File: config.mk
export PLATFORM = sky130hd
export DESIGN_NAME = pipe_stage_elastic
export DESIGN_NICKNAME = d
export VERILOG_FILES = /design/src/rtl/pipe_stage_elastic.sv
export SDC_FILE = /design/constraint.sdc
export NUM_CORES = 1
export LEC_CHECK = 0
export ABC_AREA = 1
export ABC_CLOCK_PERIOD_IN_PS = 2900
export CAP_MARGIN = 20
export CELL_PAD_IN_SITES_DETAIL_PLACEMENT = 1
export CELL_PAD_IN_SITES_GLOBAL_PLACEMENT = 2
export CORE_MARGIN = 4
export CORE_UTILIZATION = 33
export DETAILED_ROUTE_END_ITERATION = 8
export GPL_TIMING_DRIVEN = 1
export PLACE_DENSITY = 0.92
export SLEW_MARGIN = 10
export SYNTH_ARGS = -nofsm -noshare
export SYNTH_HDL_FRONTEND = slang
export SYNTH_SLANG_ARGS = --single-unit
File: constraint.sdc
create_clock -name clk_i -period 2.9 [get_ports clk_i]
set_clock_uncertainty 0.2 [all_clocks]
set_input_delay 0.435 -clock clk_i [delete_from_list [all_inputs] [get_ports clk_i]]
set_output_delay 0.435 -clock clk_i [all_outputs]
set_load 0.1 [all_outputs]
File: src/rtl/pipe_stage_elastic.sv
// ----------------------------------------------------------------------------
// pipe_stage_elastic
//
// Elastic pipeline register for a boundary between two pipeline stages
// (IF/ID, ID/EX, EX/MEM, MEM/WB). It carries one packed data vector and one
// packed control vector, and it uses a valid/ready handshake. A second
// "skid" entry absorbs the beat that is already in flight when downstream
// stalls. Because of this, in_ready_o comes only from state flops and never
// from out_ready_i through combinational logic.
//
// Ports:
//   clk_i        rising-edge clock
//   rst_ni       asynchronous active-low reset
//   flush_i      synchronous flush; empties the stage and drives a bubble
//   in_valid_i   upstream beat present
//   in_ready_o   stage can accept (low only while both entries are full)
//   in_data_i    upstream data payload   [DATA_W]
//   in_ctrl_i    upstream control payload [CTRL_W]
//   out_valid_o  main entry holds a valid beat
//   out_ready_i  downstream accepts
//   out_data_o   main entry data          [DATA_W]
//   out_ctrl_o   main entry control       [CTRL_W]
//   stall_cnt_o  saturating count of cycles with out_valid_o=1, out_ready_i=0
// ----------------------------------------------------------------------------
module pipe_stage_elastic #(
    parameter int                DATA_W      = 32,
    parameter int                CTRL_W      = 8,
    parameter logic [CTRL_W-1:0] BUBBLE_CTRL = '0,
    parameter int                CNT_W       = 16
) (
    input  logic              clk_i,
    input  logic              rst_ni,
    input  logic              flush_i,
    input  logic              in_valid_i,
    output logic              in_ready_o,
    input  logic [DATA_W-1:0] in_data_i,
    input  logic [CTRL_W-1:0] in_ctrl_i,
    output logic              out_valid_o,
    input  logic              out_ready_i,
    output logic [DATA_W-1:0] out_data_o,
    output logic [CTRL_W-1:0] out_ctrl_o,
    output logic [CNT_W-1:0]  stall_cnt_o
);

    typedef enum logic [1:0] {
        EMPTY = 2'b00,
        BUSY  = 2'b01,
        FULL  = 2'b10
    } state_e;

    state_e            state_q, state_d;
    logic [DATA_W-1:0] mainData_q, mainData_d;
    logic [CTRL_W-1:0] mainCtrl_q, mainCtrl_d;
    logic [DATA_W-1:0] skidData_q, skidData_d;
    logic [CTRL_W-1:0] skidCtrl_q, skidCtrl_d;
    logic [CNT_W-1:0]  stallCnt_q, stallCnt_d;

    logic outValid;
    logic inReady;
    logic accept;
    logic consume;

    // Every storage element is reset, so no X can leak downstream.
    always_ff @(posedge clk_i or negedge rst_ni) begin
        if (!rst_ni) begin
            state_q    <= EMPTY;
            mainData_q <= '0;
            mainCtrl_q <= BUBBLE_CTRL;
            skidData_q <= '0;
            skidCtrl_q <= BUBBLE_CTRL;
            stallCnt_q <= '0;
        end else begin
            state_q    <= state_d;
            mainData_q <= mainData_d;
            mainCtrl_q <= mainCtrl_d;
            skidData_q <= skidData_d;
            skidCtrl_q <= skidCtrl_d;
            stallCnt_q <= stallCnt_d;
        end
    end

    // Next-state logic. Flush takes priority over every transfer. Any beat
    // accepted in the flush cycle is dropped. A beat consumed in the same
    // cycle has already been handed to downstream.
    always_comb begin
        state_d = state_q;
        if (flush_i) begin
            state_d = EMPTY;
        end else begin
            case (state_q)
                EMPTY: if (accept) state_d = BUSY;
                BUSY: begin
                    if (accept && !consume)      state_d = FULL;
                    else if (!accept && consume) state_d = EMPTY;
                end
                FULL: if (consume) state_d = BUSY;
                default: state_d = EMPTY;
            endcase
        end
    end

    // Datapath next values. After a consume that leaves the stage empty, the
    // main entry keeps its old value. Only reset and flush load the bubble.
    always_comb begin
        mainData_d = mainData_q;
        mainCtrl_d = mainCtrl_q;
        skidData_d = skidData_q;
        skidCtrl_d = skidCtrl_q;
        if (flush_i) begin
            mainData_d = '0;
            mainCtrl_d = BUBBLE_CTRL;
            skidData_d = '0;
            skidCtrl_d = BUBBLE_CTRL;
        end else begin
            case (state_q)
                EMPTY, BUSY: begin
                    if (accept && (state_q == EMPTY || consume)) begin
                        mainData_d = in_data_i;
                        mainCtrl_d = in_ctrl_i;
                    end else if (accept) begin
                        skidData_d = in_data_i;
                        skidCtrl_d = in_ctrl_i;
                    end
                end
                FULL: begin
                    if (consume) begin
                        mainData_d = skidData_q;
                        mainCtrl_d = skidCtrl_q;
                    end
                end
                default: ;
            endcase
        end
    end

    // The stall counter looks at the handshake before flush has any effect,
    // so a stalled flush cycle is still counted. It stops at all-ones.
    always_comb begin
        stallCnt_d = stallCnt_q;
        if (outValid && !out_ready_i && (stallCnt_q != '1)) begin
            stallCnt_d = stallCnt_q + CNT_W'(1);
        end
    end

    // Outputs decode only registered state. This keeps out_ready_i off the
    // in_ready_o path.
    always_comb begin
        outValid = (state_q != EMPTY);
        inReady  = (state_q != FULL);
    end

    assign accept      = in_valid_i & inReady;
    assign consume     = outValid & out_ready_i;
    assign in_ready_o  = inReady;
    assign out_valid_o = outValid;
    assign out_data_o  = mainData_q;
    assign out_ctrl_o  = mainCtrl_q;
    assign stall_cnt_o = stallCnt_q;

endmodule

==> results, run 1 <==
- Entering global routing, the biggest net connects 99 pins.
- Pin placement for this block handled 103 I/O pins.
- The headroom to the max-slew limit is 60.45%.
- The finished cells cover 6245 um2.
- Setup repair after global routing left no endpoint under its margin.
- The wire length of the first global-routing pass is 21.59 mm.
- nand2_1 is the most common cell in the netlist.
- The max capacitance violation total is 0.
- The final net count is 707.
- The residual antenna-violating net count after detailed routing is 0.
- The worst register-to-register path has a depth of 9.
- The worst-skew pair later-pin latency is 0.34 ns.
- The share of flip-flops with an asynchronous set or reset is 100.0%.
- The classification of the worst-slack hold path is flop to flop.
- IR analysis of the VDD net gives a maximum drop of 0.3213 mV.
- The synthesized netlist devotes 1.252% of its cell area to XOR and XNOR gates.
- The type of the worst setup path is flop to output port.
- The share of the Yosys chip area taken by registers is 50.06%.
- In the post-synthesis netlist, the biggest area contributors are dfrtp_1, nand2_1, o21ai_2, inv_1, o21ai_0.
- In the routed design, unresolved DRC markers number 0.
- The number of placement rows is 44.
- The power density relative to cell area is 657.1 nW/um2.
- The smallest clock period supported by the final layout is computed as 2.215 ns.
- The largest total area in the synthesized netlist belongs to dfrtp_1.
- The clock buffer count from CTS is 9.
- The clock net in this run drives a total of 98 sinks.
- The highest fanout seen on the critical path is 43.
- The number of global-route vias before repair is 4297.
- The number of different library cells used by synthesis comes to 27.
- The quantity of I/O buffers inserted on ports is 102.
- The via total after detailed routing is 4175.
- The overall die area is 16860 um2.
- The arrival time of the worst setup path is 1.58 ns.
- The height of the die is 129.8 um.
- The most used flip-flop cell after synthesis is dfrtp_1.
- The worst register-to-register path has a setup slack of 0.72 ns.
- At the pin with the least slew margin, the transition time is 0.5932 ns.
- In the synthesized netlist, the cells that appear most often are nand2_1, dfrtp_1, inv_1.
- The net count of the mapped netlist is 612.
- The number of gates resized after CTS was 0.
- Summing the areas of all compound-gate instances in the mapped netlist gives 19.92% of the synthesized area.
- The buffer depth of the longest clock path is 2.
- The run finished with clean final reports.
- In this run the standard cell core region covers 14530 um2.
- The number of synthesized flops with an enable pin is 0.
- The startpoint of the worst setup timing path is state_q[0]$_DFFE_PN0P_.
- The total half-perimeter wirelength after legalization and detailed placement is 9.293 mm.
- The count of warnings emitted by yosys is 0.
- The total of flip-flops plus latches after synthesis is 98.
- The area used by sequential logic in the layout is 2452 um2.
- The netlist area before placement is 4898 um2.
- The die is 129.8 um wide.
- The number of setup violations in the final report is 0.
- The number of antenna cells inserted is 0.
- The initial antenna violation count is 0.
- The routed wire length is 13.06 mm.
- STA puts the critical path data required time at 2.27 ns.
- The most critical setup path has its endpoint at in_ready_o.
- Of the post-synthesis cell area, the part taken by muxes is 0%.
- The initial DRC count is 291.
- The number of max-slew violations in the final report is 0.
- The number of optimization iterations in the first detailed-route pass is 4.
- In this run the cell area measured after placement is 5946 um2.
- The clock input transition at the sequential cells of the worst setup and hold paths is 0.07 ns.
- TritonCTS built the clock tree.
- The worst path uses 76.40% of the clock period.
- After detailed routing, the number of vias per cell comes to 4.912.
- The endpoint of the worst-slack reg-to-reg timing path is out_data_o[28]$_DFFE_PN0P_.
- The root buffer selected by CTS is clkbuf_16.
- The synthesis-to-finish area growth is 27.48%.
- Timing would allow up to 451.4 MHz.
- Cells with a size suffix above 1 make up 22.07% of the layout.
- The cell count after synthesis came out at 566.
- STA classifies the critical path startpoint as a flop.
- For the final routed database, the setup TNS stands at 0 ns.
- In this run the post-CTS setup repair buffer count came out at 0.
- The initial utilization of the core area, before any placement, comes to 33.70%.
- The area of combinational cells with multiple inputs is 1951 um2.
- In this run the number of H-tree levels came out at 3.
- Across every metal layer, demand over resource in global routing totals 15.98%.
- The category of the worst setup path capture point is an output port.
- In this run the mean area of a mapped cell was 8.655 um2.
- The standby leakage power is 2.837 nW.
- Fill cells in the final layout number 1738.
- The hold violation total from the final report is 0.
- The source of the worst register-to-register timing path is state_q[0]$_DFFE_PN0P_.
- In the final routed layout, each cell accounts on average for 15.37 um.
- The area fraction in and, or, nand and nor cells after synthesis is 18.11%.
- The weighted congestion at the end of routability-driven global placement is 0.7457.
- The synthesized design devotes to its leading area cell type 50.06% of total area.
- The total overflow left after global routing is 0.
- The main combinational cell family by area after synthesis is compound AO/OA/AOI/OAI gates.
- The post-synthesis share of cell area spent on full adders, half adders and majority gates is 0.2554%.
how the worst min path moves through the flow:
stage	depth (start not counted)	from	to
2_1_floorplan	0	rst_ni	out_ctrl_o[0]$_DFFE_PN0P_
3_3_place_gp	2	out_data_o[23]$_DFFE_PN0P_	out_data_o[23]$_DFFE_PN0P_
3_5_place_dp	2	out_data_o[3]$_DFFE_PN0P_	out_data_o[3]$_DFFE_PN0P_
4_1_cts	2	out_data_o[3]$_DFFE_PN0P_	out_data_o[3]$_DFFE_PN0P_
5_1_grt	2	out_ctrl_o[3]$_DFFE_PN0P_	out_ctrl_o[3]$_DFFE_PN0P_
6_report	2	out_data_o[2]$_DFFE_PN0P_	out_data_o[2]$_DFFE_PN0P_
where the power goes:
group	switching (mW)	internal, mW
combinational	1.03	0.319
clock	0.557	0.617
sequential	0.0999	1.48
layer usage:
| metal | share of wire [%] | track usage [%] | up-vias |
|---|---|---|---|
| li1 | - | - | 2033 |
| met1 | 43 | 19.76 | 2070 |
| met2 | 52 | 28.54 | 56 |
| met3 | 2.9 | 2.292 | 16 |
| met4 | 1.8 | 5.501 | 0 |
| met5 | 0 | 0 | - |
cell families after synthesis:
logic type                 after synthesis
and+or+nand+nor                        199
AOI/OAI and AO/OA                      148
buffers and inverters                  113
DFF                                     98
xor gates and xnor gates                 7
adders and majority gates                1
state kept, by name (all words and copies together) (netlist names):
name	flops
out_ctrl_o	8
state_q	2
out_data_o	32
skidCtrl_q	8
stall_cnt_o	16
skidData_q	32
repair_timing:
item                                    in CTS  in global routing
hold buffers                                 1                  0
endpoints found under the setup margin       0                  0
endpoints found under the hold margin       98                  0
through the flow:
stage	hold WS, ns	cells	power (mW)	util, %	worst slack (ns)
4_1_cts	0.2908	850	4.141	42.97	0.6789
5_1_grt	0.3079	850	4.280	42.97	0.5303
6_report	0.2875	850	4.103	42.97	0.6845
2_1_floorplan	-0.06059	566	2.606	-	0.4916
3_3_place_gp	0.2684	833	2.940	40.91	0.5038
3_5_place_dp	0.2730	833	2.969	40.91	0.4670
final cells by class:
class	count	area share, %
flip-flops and latches	98	39.27
multi-input cells	355	31.24
repair buffers	116	16.31
inverters	81	4.869
clock buffers	10	3.827
well taps	184	3.687
clock inverters	6	0.8014
critical path, stage by stage, from the launching register on:
cell     delay (ns)
dfrtp_1        0.45
inv_2          0.09
nand2_4        0.32
buf_4          0.38
layout by cell type (no fill, tap or decap), types with 2 or more instances in the layout:
| master | Yosys | routed |
|---|---|---|
| dfrtp_1 | 98 | 98 |
| o211ai_1 | 20 | 20 |
| inv_1 | 77 | 77 |
| nand3_1 | 29 | 29 |
| buf_4 | 0 | 69 |
| o21ai_0 | 44 | 44 |
| a21oi_1 | 20 | 20 |
| o22ai_1 | 20 | 20 |
| inv_2 | 4 | 4 |
| clkdlybuf4s50_1 | 0 | 43 |
| nor2_4 | 3 | 3 |
| nand4_1 | 8 | 8 |
| nand2_4 | 4 | 4 |
| nor2_1 | 20 | 19 |
| buf_12 | 0 | 3 |
| xnor2_1 | 7 | 7 |
| clkbuf_16 | 0 | 9 |
| nand3_2 | 2 | 2 |
| clkinv_4 | 0 | 2 |
| nand2_1 | 131 | 131 |
| o21ai_2 | 41 | 41 |
Note: power is estimated with default switching activity, not from simulation.
==> run 2: changes to the inputs <==
- ABC_CLOCK_PERIOD_IN_PS: 2900 -> 1870
- CORE_UTILIZATION: 33 -> 27
- PLACE_DENSITY: 0.92 -> 0.81
- clock period: 2.9 -> 1.87 ns (I/O delays scaled with it)
==> run 2 against run 1 <==
Effect of this change: sequential power increased by 60%; core utilization shrank 1.6 points; highest routed layer unchanged; global-route usage fell by 1.7 points; clock-buffer cell count fell by 1; first-iteration DRC count decreased by 49%; cell count is 5.9% higher; critical endpoint unchanged; largest cell class unchanged; wire length grew 9.3%; design area is 16% higher; largest power group is now combinational cells; hold slack gained 0.033 ns.
==> results, run 2 (same netlist as run 1, synthesis figures left out) <==
- The worst-path cell with the longest stage delay is dfrtp_1.
- The final core utilization is 41.32%.
- The power density relative to cell area is 989.5 nW/um2.
- The height of the die is 142.7 um.
- The startpoint of the worst setup timing path is state_q[0]$_DFFE_PN0P_.
- At the end of routability-driven placement, the weighted congestion stood at 0.7834.
- The highest fanout seen on the critical path is 21.
- Global routing consumed, over all layers together, 14.32% of the routing resources.
- No sink is reached through more buffers than the 2 on the longest clock path.
- The number of cells on the worst reg-to-reg path is 9.
- For the worst setup path, the data required time is 1.39 ns.
- The endpoint of the worst-slack reg-to-reg timing path is out_data_o[29]$_DFFE_PN0P_.
- The number of max-slew violations in the final report is 0.
- The number of optimization iterations in the first detailed-route pass is 4.
- The initial antenna violation count is 0.
- The number of global-route vias before repair is 4658.
- The classification of the worst-slack hold path is primary input to asynchronous set/reset pin.
- The hold violation total from the final report is 0.
- Clock-pin slew was measured on the worst setup and hold paths at 0.07 ns.
- The pin slew with the least headroom to its limit is 0.5697 ns.
- The number of top-level pins is 103.
- The startpoint identified for the worst register-to-register timing path is state_q[0]$_DFFE_PN0P_.
- The worst setup path is captured at an output port.
- The worst ir drop on vdd is 1.004 mV.
- The routed wire length is 14.28 mm.
- The depth of the CTS H-tree is 3.
- The flow ran to the end, and the final reports show no timing, DRC or antenna violations.
- The ratio of routed vias to standard cells is 4.713.
- In this run, CTS created clock tree buffers numbering 9.
- The cell that appears most often on the critical path is buf_12.
- The initial utilization of the core area, before any placement, comes to 27.93%.
- CTS placed an instance of clkbuf_16 at the clock tree root.
- In this run the remaining antenna-violating nets after routing total 0.
- After global routing the overflow that remains totals 0.
- The via total after detailed routing is 4242.
- The placeable core area is 17540 um2.
- For this run, the top clock speed supported by timing is 552.9 MHz.
- The final critical delay including setup and external delays is 1.809 ns.
- For this run, the slowest stage of the critical path takes 0.43 ns.
- During placement, the flow inserted port buffers numbering 102.
- The initial DRC count is 149.
- The number of stages on the worst setup path is 4.
- The final net count is 716.
- Setup violations remaining at the end of the flow were counted as 0.
- The number of clock sinks is 98.
- The arrival time of the worst setup path is 1.33 ns.
- The repair_antennas step left the layout with diodes totalling 0.
- The combined buffer and inverter count along the critical path is 3.
- The floorplan step defined a die boundary enclosing 20360 um2.
- The critical path is of the flop to output port type.
- The CTS tree is yes.
- In the final routed layout, each cell accounts on average for 15.86 um.
- The headroom to the max-slew limit is 62.02%.
- Setup repair after global routing could not meet its margin everywhere.
- The fraction of final layout cells with drive strength greater than 1 is 25.78%.
- The floorplan has 48 rows.
- Following the worst setup path forward leads to its endpoint at in_ready_o.
- The sum of internal, switching and leakage power is 7.169 mW.
- The share of the clock period used by the worst path is 96.72%.
- Summed over all cells, the static leakage comes to 3.106 nW.
- The total half-perimeter wirelength after legalization and detailed placement is 10.34 mm.
- The library cell used most frequently in the layout, excluding fill and tap cells, is nand2_1.
- The first global-routing pass estimated 23.32 mm of wire.
- The maximum number of pins on one net before global-route repair is 99.
- The die is 142.7 um wide.
- The signal on the critical path passes through inv_2, nand2_4, buf_12, buf_12.
- The reg2reg setup slack is 0.17 ns.
- The number of remaining DRC errors is 0.
- At the later pin of the worst-skew pair, clock insertion delay measures 0.34 ns.
- The tool flagged a number of max-cap violations equal to 0.
- Among cell families on the critical path, the largest total delay comes from flip-flops.
- The area growth from synthesis to layout is 47.92%.
- The worst setup path is launched from a flop.
- In the layout the commonest cells are nand2_1, dfrtp_1, inv_1, buf_12, o21ai_0.
==> run 2: how the worst min path moves through the flow <==
stage                                 endpoint  depth (start not counted)
finish              skidData_q[29]$_DFFE_PN0P_                          3
floorplan            out_ctrl_o[0]$_DFFE_PN0P_                          0
CTS                  skidCtrl_q[0]$_DFFE_PN0P_                          3
global placement    skidData_q[29]$_DFFE_PN0P_                          2
global route         skidCtrl_q[1]$_DFFE_PN0P_                          3
detailed placement  skidData_q[29]$_DFFE_PN0P_                          2
==> run 2: power by group <==
group	switching [mW]	total (mW)	leakage, nW	internal, mW
sequential	0.217	2.53	1.29	2.31
clock	0.869	2.06	0.158	1.19
combinational	1.66	2.58	1.66	0.927
==> run 2: area by class of cell <==
cell class,instances,area (um2)
Tap cell,225,281.5
Timing Repair Buffer,125,1892
Inverter,81,304.0
Fill cell,1993,10290
Multi-Input combinational cell,355,1963
Sequential cell,98,2479
Clock inverter,7,101.3
Clock buffer,9,225.2
==> run 2: worst register-to-register path: stages, from the launching register on <==
cell     delay, ns
dfrtp_1       0.43
inv_2         0.08
nand2_4       0.11
inv_2         0.07
nor2_1        0.11
o21ai_2       0.09
nand2_4       0.09
buf_12        0.25
nand2_1       0.13
o21ai_2       0.07
==> run 2: metrics by stage <==
stage	instances	TNS, ns	hold slack [ns]	cell area (um2)	setup slack (ns)
after floorplan	566	0	-0.2151	4937	0.02109
after global placement	880	-0.8528	0.1949	6865	-0.03503
after detailed placement	880	-3.720	0.1923	6865	-0.09560
after CTS	897	0	0.3309	7202	0.02248
after global routing	900	-0.004135	0.3381	7246	-0.004135
final	900	0	0.3201	7246	0.06141
==> run 2: layer usage <==
| metal | vias up | global-route usage, % | wire length, um |
|---|---|---|---|
| li1 | 2058 | - | - |
| met1 | 2092 | 16.86 | 6144 |
| met2 | 84 | 26.09 | 7473 |
| met3 | 8 | 3.784 | 540 |
| met4 | 0 | 3.202 | 118 |
| met5 | - | 0 | 0 |
==> run 2: what timing repair did <==
item / CTS / global route
gates resized for setup: 0 / 2
hold buffers: 1 / 0
buffers inserted: 0 / 2
cloned: 0 / 1
hold endpoints to repair: 98 / 0
pin swaps: 1 / 1
setup endpoints to repair: 1 / 3
==> run 3: changes to the inputs <==
- ABC_CLOCK_PERIOD_IN_PS: 1870 -> not set
==> results of run 3 <==
Final layout, timing and power as in run 2 (identical DEF).
